**src/rtl/regfile_pkg.sv**
```systemverilog
// Shared types and helpers for the multi-port register file.
// Holds the clear-sweep FSM state encoding and the address-width helper.
package regfile_pkg;

   typedef enum logic {
      ST_IDLE  = 1'b0,
      ST_CLEAR = 1'b1
   } clr_state_e;

   function automatic int clog2(input int n);
      int r;
      r = 0;
      while ((1 << r) < n) r++;
      return r;
   endfunction

endpackage

```
**src/rtl/regfile_clr_fsm.sv**
```systemverilog
// Clear-sweep controller: walks clr_idx over every register once, one per cycle.
// Reset parks it in CLEAR at index 0 so a full sweep follows reset release.
module regfile_clr_fsm
   import regfile_pkg::*;
#(
   parameter int  NREGS = 32,
   localparam int AW    = clog2(NREGS)
) (
   input  logic          clk,
   input  logic          rst,
   input  logic          clr_req_i,
   output logic          busy_o,
   output logic          clr_start_o,
   output logic [AW-1:0] clr_idx_o
);

   localparam logic [AW-1:0] LAST_IDX = AW'(NREGS - 1);

   clr_state_e    state_q, state_d;
   logic [AW-1:0] idx_q, idx_d;

   always_ff @(posedge clk) begin
      if (rst) begin
         state_q <= ST_CLEAR;
         idx_q   <= '0;
      end else begin
         state_q <= state_d;
         idx_q   <= idx_d;
      end
   end

   always_comb begin
      state_d     = state_q;
      idx_d       = idx_q;
      clr_start_o = 1'b0;
      case (state_q)
         ST_IDLE: begin
            if (clr_req_i) begin
               state_d     = ST_CLEAR;
               idx_d       = '0;
               clr_start_o = 1'b1;
            end
         end
         ST_CLEAR: begin
            if (idx_q == LAST_IDX) begin
               state_d = ST_IDLE;
               idx_d   = '0;
            end else begin
               idx_d = idx_q + AW'(1);
            end
         end
         default: state_d = ST_IDLE;
      endcase
   end

   assign busy_o    = (state_q == ST_CLEAR);
   assign clr_idx_o = idx_q;

endmodule

```
**src/rtl/regfile_mp.sv**
```systemverilog
// Multi-read-port register file with write forwarding, per-register pending
// scoreboard and a one-register-per-cycle clear sweep.
module regfile_mp
   import regfile_pkg::*;
#(
   parameter int  XLEN     = 32,
   parameter int  NREGS    = 32,
   parameter int  NRD      = 2,
   parameter int  BYPASS   = 1,
   parameter int  ZERO_REG = 1,
   localparam int AW       = clog2(NREGS)
) (
   input  logic                clk,
   input  logic                rst,
   input  logic                we,
   input  logic [AW-1:0]       waddr,
   input  logic [XLEN-1:0]     wdata,
   input  logic [NRD*AW-1:0]   raddr,
   output logic [NRD*XLEN-1:0] rdata,
   output logic [NRD-1:0]      rpend,
   input  logic                claim_en,
   input  logic [AW-1:0]       claim_addr,
   input  logic                clr_req,
   output logic                busy,
   output logic                wr_drop
);

   localparam logic [AW:0] NREGS_W = (AW + 1)'(NREGS);

   logic [XLEN-1:0]  regs_q [NREGS];
   logic [NREGS-1:0] pend_q, pend_d;
   logic [AW-1:0]    clr_idx;
   logic             clr_start;
   logic             wr_acc;
   logic             claim_acc;
   logic             wr_drop_q;

   // In range and not the hardwired zero register.
   function automatic logic addr_ok(input logic [AW-1:0] a);
      return ({1'b0, a} < NREGS_W) && !((ZERO_REG != 0) && (a == '0));
   endfunction

   regfile_clr_fsm #(.NREGS(NREGS)) u_clr_fsm (
      .clk         (clk),
      .rst         (rst),
      .clr_req_i   (clr_req),
      .busy_o      (busy),
      .clr_start_o (clr_start),
      .clr_idx_o   (clr_idx)
   );

   assign wr_acc    = we && !busy && addr_ok(waddr);
   assign claim_acc = claim_en && !busy && addr_ok(claim_addr);

   always_ff @(posedge clk) begin
      if (busy) begin
         regs_q[clr_idx] <= '0;
      end else if (wr_acc) begin
         regs_q[waddr] <= wdata;
      end
   end

   // Claim is applied after the write-clear so a same-cycle claim wins.
   always_comb begin
      pend_d = pend_q;
      if (wr_acc)    pend_d[waddr]      = 1'b0;
      if (claim_acc) pend_d[claim_addr] = 1'b1;
   end

   always_ff @(posedge clk) begin
      if (rst || clr_start) begin
         pend_q <= '0;
      end else begin
         pend_q <= pend_d;
      end
   end

   always_ff @(posedge clk) begin
      if (rst) begin
         wr_drop_q <= 1'b0;
      end else begin
         wr_drop_q <= we && !wr_acc;
      end
   end

   assign wr_drop = wr_drop_q;

   for (genvar gi = 0; gi < NRD; gi++) begin : g_rd
      logic [AW-1:0]   ra;
      logic [XLEN-1:0] rd_val;

      assign ra = raddr[gi*AW +: AW];

      always_comb begin
         rd_val = '0;
         if (!busy && addr_ok(ra)) begin
            if ((BYPASS != 0) && wr_acc && (waddr == ra)) begin
               rd_val = wdata;
            end else begin
               rd_val = regs_q[ra];
            end
         end
      end

      assign rdata[gi*XLEN +: XLEN] = rd_val;
      assign rpend[gi]              = addr_ok(ra) && pend_q[ra];
   end

endmodule

```
**config.mk**
```make
export PLATFORM = sky130hd
export DESIGN_NAME = regfile_mp
export DESIGN_NICKNAME = d
export VERILOG_FILES = /design/src/rtl/regfile_pkg.sv /design/src/rtl/regfile_clr_fsm.sv /design/src/rtl/regfile_mp.sv
export SDC_FILE = /design/constraint.sdc
export NUM_CORES = 1
export LEC_CHECK = 0
export CORE_UTILIZATION = 67
export DETAILED_ROUTE_END_ITERATION = 6
export GPL_TIMING_DRIVEN = 1
export PLACE_DENSITY_LB_ADDON = 0.12
export SETUP_SLACK_MARGIN = 0.2
export SLEW_MARGIN = 20
export SYNTH_ARGS = -nofsm -noshare
export SYNTH_HDL_FRONTEND = slang
export SYNTH_SLANG_ARGS = --single-unit
```
**constraint.sdc**
```tcl
create_clock -name clk -period 8.18 [get_ports clk]
set_input_delay 1.227 -clock clk [delete_from_list [all_inputs] [get_ports clk]]
set_output_delay 1.227 -clock clk [all_outputs]
set_load 0.01 [all_outputs]
```
# Yosys cells after proc, flatten, opt, wreduce, memory -nomap -nowiden
# Memories as Yosys holds them, arrays and structs flattened.
# Cells that the tools add are included.
[op_classes]
n_addsub = 1
magnitude_cmp = 6
eq_ne = 4
n_mux = 29
bitwise = 4
reduce_logical = 25
[op_table]
columns = ["operator", "count"]
rows = [
  ["2-to-1 mux 32 bit", 7],
  ["bitwise AND 32 bit", 1],
  ["inverter 32 bit", 1],
  ["OR 32 bit", 1],
  ["OR reduction 32 bit", 1],
  ["less-than comparator 5 x 6 -> 1 bit (second input constant)", 4],
  ["logical NOT 5 bit", 4],
  ["2-to-1 mux 5 bit", 3],
  ["logical AND 1 bit", 13],
  ["2-to-1 mux 1 bit", 13],
  ["binary-select mux 1 bit (select 5 bit)", 2],
  ["demux 1 bit (select 5 bit)", 2],
  ["== test 5 bit", 2],
  [">= comparator 5 x 1 -> 1 bit (second input constant)", 2],
  ["one-hot mux 5 bit (2 select lines)", 1],
  ["logical NOT 1 bit", 6],
  ["adder 5 x 1 -> 5 bit (second input constant)", 1],
  ["== test 5 bit (second input constant)", 1],
  ["!= test 2 bit (second input constant)", 1],
  ["one-hot mux 1 bit (2 select lines)", 1],
  ["logical OR 1 bit", 1],
  ["inverter 1 bit", 1],
]
[word_totals]
reg_bits = 39
ramBits = 1024
in_bits = 57
wordCells = 74
mem_count = 1
[memory_table]
columns = ["memory", "depth", "width", "rd", "rd_clocked_by_memory_dff", "wr", "line", "source"]
rows = [
  ["regs_q", 32, 32, 2, 0, 1, "regfile_mp.sv:30", "logic [XLEN-1:0] regs_q [NREGS];"],
]

# Depth between registers and ports, before layout
# Gate-level depths: netlist of run 1.
[depth]
depth_word = 9
ltp_mapped = 9
ltp_nobuf = 7

# Hierarchy
# Synthesis of run 1 repeated with hierarchy kept, for this count alone.
[unflattened]
hier_cells = 2683
hier_area_um2 = 50872.5
[modules_own_cells]
columns = ["mod", "instances", "cells_per_inst", "area_per_inst_um2"]
rows = [
  ["regfile_mp", 1, 2650, 50559.7],
  ["regfile_clr_fsm", 1, 33, 312.8],
]

# Least setup slack after synthesis of run 1
# OpenSTA, ideal clock, no wires.
[synth_path]
path_type = "in2reg"
start = "input port waddr[2]"
end = "memory regs_q[3][0], enable pin"
setup_ps = 421
arrival_time_ps = 3992
path_slack_ps = 3767
path_stages = 8
path_buffers = 3
cell_sequence = "buf_6 > or3_4 > o21a_1 > buf_4 > mux2i_1 > or2_2 > buf_2 > nor2_1"
[synth_between]
elab_chain_len = 8
word_cells_on_any_way = 9
[synth_rtl]
columns = ["element", "line", "source"]
rows = [
  ["from (decl)", "regfile_mp.sv:16", "input logic [AW-1:0] waddr,"],
  ["logical NOT 5 bit", "regfile_mp.sv:40", "return ({1'b0, a} < NREGS_W) && !((ZERO_REG != 0) && (a == '0));"],
  ["logical NOT 1 bit", "regfile_mp.sv:40", ""],
  ["logical AND 1 bit", "regfile_mp.sv:52", "assign wr_acc = we && !busy && addr_ok(waddr);"],
  ["2-to-1 mux 1 bit", "regfile_mp.sv:58", "end else if (wr_acc) begin"],
  ["2-to-1 mux 1 bit", "regfile_mp.sv:56", "if (busy) begin"],
  ["2-to-1 mux 1 bit (implied by the code)", "regfile_mp.sv:59", "regs_q[waddr] <= wdata;"],
  ["OR reduction 32 bit (no line)", "--", ""],
  ["2-to-1 mux 5 bit (no line) or 2-to-1 mux 1 bit (tied branches)", "--", ""],
  ["to (decl)", "regfile_mp.sv:30", ""],
]
# Parallel ways exist; a longest one is shown, timed or not.

# Worst setup path after layout of run 1
[layout_path]
start = "input port we"
end = "output port rdata[4]"
[layout_between]
elab_chain_len = 5
[layout_rtl]
columns = ["element", "line", "source"]
rows = [
  ["from (decl)", "regfile_mp.sv:15", "input logic we,"],
  ["logical AND 1 bit (2 in a row)", "regfile_mp.sv:52", ""],
  ["logical AND 1 bit", "regfile_mp.sv:97", "if ((BYPASS != 0) && wr_acc && (waddr == ra)) begin"],
  ["2-to-1 mux 32 bit", "regfile_mp.sv:97", ""],
  ["2-to-1 mux 32 bit", "regfile_mp.sv:96", "if (!busy && addr_ok(ra)) begin"],
  ["to (decl)", "regfile_mp.sv:19", "output logic [NRD*XLEN-1:0] rdata,"],
]
# Every way passes these cells.

==> flow_summary.json, run 1 <==
{
  "synth_nets": 2782,
  "hold_class": "reg2reg",
  "drive_gt1_frac": 0.3116,
  "fp.dieW_um": 277.0,
  "portBuffers": 124,
  "synth_edf_count": 1024,
  "numCtsBuffers": 105,
  "worstMarginPinSlew_ns": 1.249,
  "end_kind": "output pin",
  "initial_core_util": 0.6784,
  "p_leak_uw": 0.01762,
  "fin_crit_ns": 6.664,
  "wire_per_inst_um": 39.37,
  "synth_seq_area_share": 0.6218,
  "finalPower_uw": 11690,
  "grt_overflow": 0,
  "max_clock_freq_mhz": 150.1,
  "yosys_register_bits": 1062,
  "synth-simple-area-share": 0.03385,
  "hold_buffers": 0,
  "status": "finished clean",
  "synth_top_family_by_area": "multiplexers",
  "synth-xor-area-share": 0.001728,
  "avgSynthCellArea_um2": 18.61,
  "path_clk_slew_ns": 0.06,
  "syn-cell-area_um2": 50670,
  "yosys_warnings": 0,
  "synthArstFlopShare": 0,
  "num_rows": 100,
  "synth_cell_types": 53,
  "crit_type": "in2out",
  "synth_compound_area_frac": 0.03761,
  "grt_pass1_vias": 30980,
  "dpl-instance-area_um2": 52960,
  "fin_nets": 2862,
  "critPathArrivalTime_ns": 5.44,
  "drtIter0Drc": 5151,
  "first_pass_iters": 6,
  "gp_congestion": 0.9427,
  "finalSetupViolations": 0,
  "tns_ns": 0,
  "rsz0062_at_grt": "false",
  "synth_fa_ha_area_frac": 0.0004938,
  "relSlewSlack": 0.1653,
  "timing.final.crit_share": 0.8147,
  "grt_usage": 0.4037,
  "crit_path_max_fanout": 33,
  "cts_resized": 0,
  "postRouteWirelength_mm": 152.0,
  "worstPathRequired_ns": 6.95,
  "synthMuxAreaShare": 0.2830,
  "via_count": 31030,
  "netlist_instances": 2723,
  "clock_latency_ns": 0.67,
  "cap_viol_max_count": 0,
  "cts_tree": "built",
  "vias_per_cell": 8.039,
  "die_h_um": 277.0,
  "h-tree-depth": 3,
  "clockRootBuffer": "clkbuf_16",
  "synth_flop_cell": "edfxtp_1",
  "io_pins": 125,
  "area_growth_pct": 11.41,
  "final_cell_area_um2": 56460,
  "core_um2": 74700,
  "power-per-cell-area_nw_per_um2": 207.1,
  "drc": 0,
  "antenna_found_initial": 2,
  "cts_setup_buffers": 0,
  "numClockSinks": 1062,
  "drv_slew": 0,
  "grt_max_degree": 114,
  "startpoint_type": "input port",
  "fin_skew_ns": 0.01823,
  "drt.antenna.violating_nets": 0,
  "die_area_um2": 76730,
  "clockBufferDepth": 3,
  "final-hold-violation-count": 0,
  "grt_pass1_wl_mm": 218.4,
  "peakVddDrop_mv": 0.1804,
  "holdWs_ns": 0.4949,
  "dp_hpwl_mm": 88.23
}
-- flip-flops by register name, summed over array words and instances (netlist names) --
name,cells
u_clr_fsm.busy_o,1
wr_drop,1
regs_q,1024
u_clr_fsm.clr_idx_o,5
pend_q,31
-- logic make-up after synthesis --
group,after synthesis
AO/OA/AOI/OAI,280
XOR/XNOR,10
adder cells (fa/ha/maj),2
buffers and inverters,223
flip-flops,1062
multiplexers,764
AND/OR/NAND/NOR,382
-- cell usage after synthesis, drive strengths merged (2+ instances only) --
cell       n  area, um2
edfxtp  1024      30750
mux4     525      11820
nand2    207      777.0
mux2i    140       1401
buf      131      743.2
mux2      99       1115
o211ai    93      698.2
clkbuf    86      322.8
a21oi     64      320.3
nor2      49      183.9
nand3     43      215.2
dfxtp     38      760.7
a22oi     32      240.2
and2      32      200.2
o22ai     32      200.2
o21ai     28      140.1
nand2b     9      56.30
xor2       9      78.83
nor2b      7      43.79
a32o       6      60.06
inv        6      22.52
nor3       6      30.03
and3       5      31.28
nor3b      5      37.54
or2        5      31.28
a31oi      4      25.02
nor4       4      31.28
a211oi     3      22.52
a311oi     3      56.31
a32oi      3      26.28
nand3b     3      22.52
nand4      3      18.77
a31o       2      17.52
ha         2      25.02
o21a       2      15.01
o31ai      2      25.02
-- routing by layer --
metal / vias to the layer above / share of wire / GRT usage
met2: 2918 / 0.47 / 0.6102
met4: 0 / 0.057 / 0.2033
met3: 506 / 0.14 / 0.09955
li1: 11690 / - / -
met1: 15910 / 0.34 / 0.5589
met5: - / 0 / 0
-- critical path: stages --
cell	delay, ns
clkdlybuf4s50_1	0.52
nor2b_1	0.63
o21a_2	0.73
buf_4	0.49
and3_2	0.86
nand2_1	0.11
nand3_1	0.21
clkdlybuf4s50_1	0.58
-- per-stage QoR --
| stage | instances | worst slack, ns | util |
|---|---|---|---|
| after floorplan | 2723 | 3.767 | - |
| after global placement | 3662 | 1.818 | 0.7087 |
| after detailed placement | 3663 | 1.673 | 0.7090 |
| after CTS | 3852 | 1.672 | 0.7550 |
| after global routing | 3854 | 1.527 | 0.7556 |
| final | 3860 | 1.516 | 0.7558 |
-- worst paths after layout --
kind	start	endpoint	slack [ns]	depth (start not counted)
setup / recovery	we	rdata[4]	1.52	8
hold / removal	pend_q[19]	pend_q[19]	0.49	2
setup reg to reg	u_clr_fsm.busy_o	regs_q[18][12]	3.04	7
hold reg to reg	pend_q[19]	pend_q[19]	0.49	2
-- where the power goes --
group          internal [uW]  switching [uW]  leakage [uW]
Clock                   2810            2060       0.00166
Sequential              5940            27.5       0.00937
Combinational            372             486       0.00659
Total                   9120            2580        0.0176
-- final cells by class --
cell class	count	area, um2
well taps	969	1212
multi-input cells	1438	18360
clock buffers	131	2768
repair buffers	190	1901
inverters	6	22.52
fillers	3979	18240
clock inverters	58	668.1
diodes	6	15.01
flip-flops and latches	1062	31510
-- cell usage in the layout (no fill, tap or decap), types with 17 or more instances in the layout --
cell type / synthesis / layout
o21ai_0: 27 / 27
and2_1: 32 / 31
mux4_2: 525 / 525
edfxtp_1: 1024 / 1024
nor2_4: 0 / 32
o22ai_1: 32 / 32
clkinv_1: 0 / 18
clkdlybuf4s50_1: 0 / 116
buf_4: 6 / 57
mux2i_1: 140 / 140
clkbuf_16: 0 / 107
mux2_2: 99 / 99
nand3_1: 43 / 43
o211ai_1: 93 / 93
clkbuf_1: 86 / 24
nand2_1: 207 / 207
dfxtp_1: 38 / 38
nor2_1: 49 / 17
a21oi_1: 64 / 64
a22oi_1: 32 / 32
(Power assumes the default switching activity.)
==> run 2, diff against run 1 <==
--- a/config.mk
+++ b/config.mk
@@ -5,7 +5,7 @@
 export SDC_FILE = /design/constraint.sdc
 export NUM_CORES = 1
 export LEC_CHECK = 0
-export CORE_UTILIZATION = 67
+export CORE_UTILIZATION = 56
 export DETAILED_ROUTE_END_ITERATION = 6
 export GPL_TIMING_DRIVEN = 1
 export PLACE_DENSITY_LB_ADDON = 0.12
==> constraint.sdc (replaced) <==
create_clock -name clk -period 5.8 [get_ports clk]
set_input_delay 0.87 -clock clk [delete_from_list [all_inputs] [get_ports clk]]
set_output_delay 0.87 -clock clk [all_outputs]
set_load 0.01 [all_outputs]
==> run 2 against run 1 <==
First-iteration DRC count decreased by 25%. Total power increased by 40%. Global-route usage decreased by 7.8 points. Clock skew increased by 0.0033 ns. Sequential cell count unchanged. Non-clock buffer count increased by 39. Clock power increased by 39%. Hold slack improved by 0.0014 ns. Worst setup slack got worse by 1.0 ns. Final area increased by 1.2%. Via count decreased by 4.6%. Register-to-register slack got worse by 0.92 ns. Largest cell class unchanged. Highest routed layer is now met5.
==> flow_summary.json, run 2 (synthesis gave the netlist of run 1 again) <==
{
  "antenna_found_initial": 5,
  "largest_reg_flops": 1024,
  "utilization": 0.6416,
  "grt_pass1_vias": 30150,
  "fin_crit_ns": 5.312,
  "fin_nets": 2906,
  "tns_ns": 0,
  "clockRootBuffer": "clkbuf_16",
  "final_cell_mix": "edfxtp_1, mux4_2, nand2_1, mux2i_1, clkdlybuf4s50_1",
  "wire_per_inst_um": 35.55,
  "multiInputGateArea_um2": 18380,
  "drtIter0Drc": 3858,
  "grt_max_degree": 123,
  "num_rows": 109,
  "grt_usage": 0.3257,
  "numClockSinks": 1062,
  "grt_pass1_wl_mm": 210.6,
  "fin_skew_ns": 0.02149,
  "path_clk_slew_ns": 0.06,
  "seq_area_um2": 31510,
  "timing.final.crit_share": 0.9158,
  "peakVddDrop_mv": 0.2789,
  "holdWs_ns": 0.4962,
  "cp_common_cell": "clkdlybuf4s50_1",
  "io_pins": 125,
  "hold_buffers": 0,
  "p_leak_uw": 0.01787,
  "crit_type": "in2out",
  "critPathArrivalTime_ns": 4.44,
  "final-hold-violation-count": 0,
  "cap_viol_max_count": 0,
  "rsz0062_at_grt": "false",
  "postRouteWirelength_mm": 146.2,
  "h-tree-depth": 3,
  "crit_path_top_delay_cell": "and3_2",
  "startpoint_type": "input port",
  "fp.dieW_um": 302.8,
  "first_pass_iters": 5,
  "cts_resized": 0,
  "finalPower_uw": 16390,
  "reg2reg_slack_ns": 2.12,
  "startpoint": "waddr[0]",
  "drv_slew": 0,
  "via_count": 29600,
  "r2r_cells": 8,
  "dpl-instance-area_um2": 53680,
  "max_clock_freq_mhz": 188.3,
  "vias_per_cell": 7.196,
  "end_kind": "output pin",
  "final_common_cell": "edfxtp_1",
  "power-per-cell-area_nw_per_um2": 286.8,
  "cts_setup_buffers": 0,
  "cts_tree": "built",
  "final_cell_area_um2": 57140,
  "cp_cell_sequence": "clkdlybuf4s50_1 -> xor2_1 -> nor4_2 -> and3_2 -> buf_4 -> nand2_1 -> nand3_1 -> clkdlybuf4s50_1",
  "drt.antenna.violating_nets": 0,
  "numCtsBuffers": 110,
  "cpPeakStageDelay_ns": 0.96,
  "gp_congestion": 0.9053,
  "regMostFlops": "regs_q",
  "timing.rr.start": "u_clr_fsm.busy_o",
  "drive_gt1_frac": 0.3238,
  "drc": 0,
  "endpoint": "rdata[12]",
  "area_growth_pct": 12.77,
  "worstMarginPinSlew_ns": 1.085,
  "grt_overflow": 0,
  "clock_latency_ns": 0.68,
  "crit_path_max_fanout": 21,
  "r2r_end": "regs_q[17][15]",
  "finalSetupViolations": 0,
  "portBuffers": 124,
  "fill_cells": 5916,
  "core_um2": 89060,
  "worstPathRequired_ns": 4.93,
  "hold_start": "pend_q[30]",
  "die_area_um2": 91690,
  "die_h_um": 302.8,
  "status": "finished clean",
  "relSlewSlack": 0.2767,
  "clockBufferDepth": 3,
  "dp_hpwl_mm": 86.74,
  "initial_core_util": 0.5690,
  "hold_class": "reg2reg"
}
==> run 2: metal layers <==
metal | share of wire | vias to the layer above | routed length [um] | track usage
met1 | 0.37 | 15580 | 54220 | 0.4470
met3 | 0.10 | 372 | 15130 | 0.06495
li1 | - | 11790 | - | -
met5 | 0.000089 | - | 13 | 0
met2 | 0.48 | 1855 | 69950 | 0.5145
met4 | 0.047 | 2 | 6903 | 0.1405
==> run 2: critical path, delay by kind of cell <==
family / cells / cell delay, ns
buffers and inverters: 3 / 1.54
AND/OR/NAND/NOR: 4 / 1.71
XOR/XNOR: 1 / 0.27
==> run 2: final cells by class <==
class,instances,share of cell area
clock buffer,143,0.05183
inverter,6,0.0003941
sequential,1062,0.5514
timing repair buffer,229,0.04075
multi-input combinational,1438,0.3217
clock inverter,65,0.008189
antenna,5,0.0002190
tap,1165,0.02551
==> run 2: how the worst min path moves through the flow <==
stage | endpoint | slack [ns] | cells after the start
2_1_floorplan | pend_q[3] | 0.46 | 2
3_3_place_gp | pend_q[24] | 0.47 | 2
3_5_place_dp | pend_q[3] | 0.48 | 2
4_1_cts | pend_q[30] | 0.49 | 2
5_1_grt | pend_q[30] | 0.53 | 2
6_report | pend_q[30] | 0.50 | 2
==> run 2: through the flow <==
step                setup WS, ns  instances
floorplan                  1.744       2723
global placement          0.7096       3900
detailed placement        0.5879       3900
CTS                       0.5819       4108
global route              0.4210       4108
finish                    0.4881       4113
==> run 2: power breakdown <==
part           leakage [uW]  switching, uW  internal, uW  total [uW]
Sequential          0.00937           34.9          8370        8410
Combinational       0.00684            654           539        1190
Clock               0.00166           2940          3850        6790
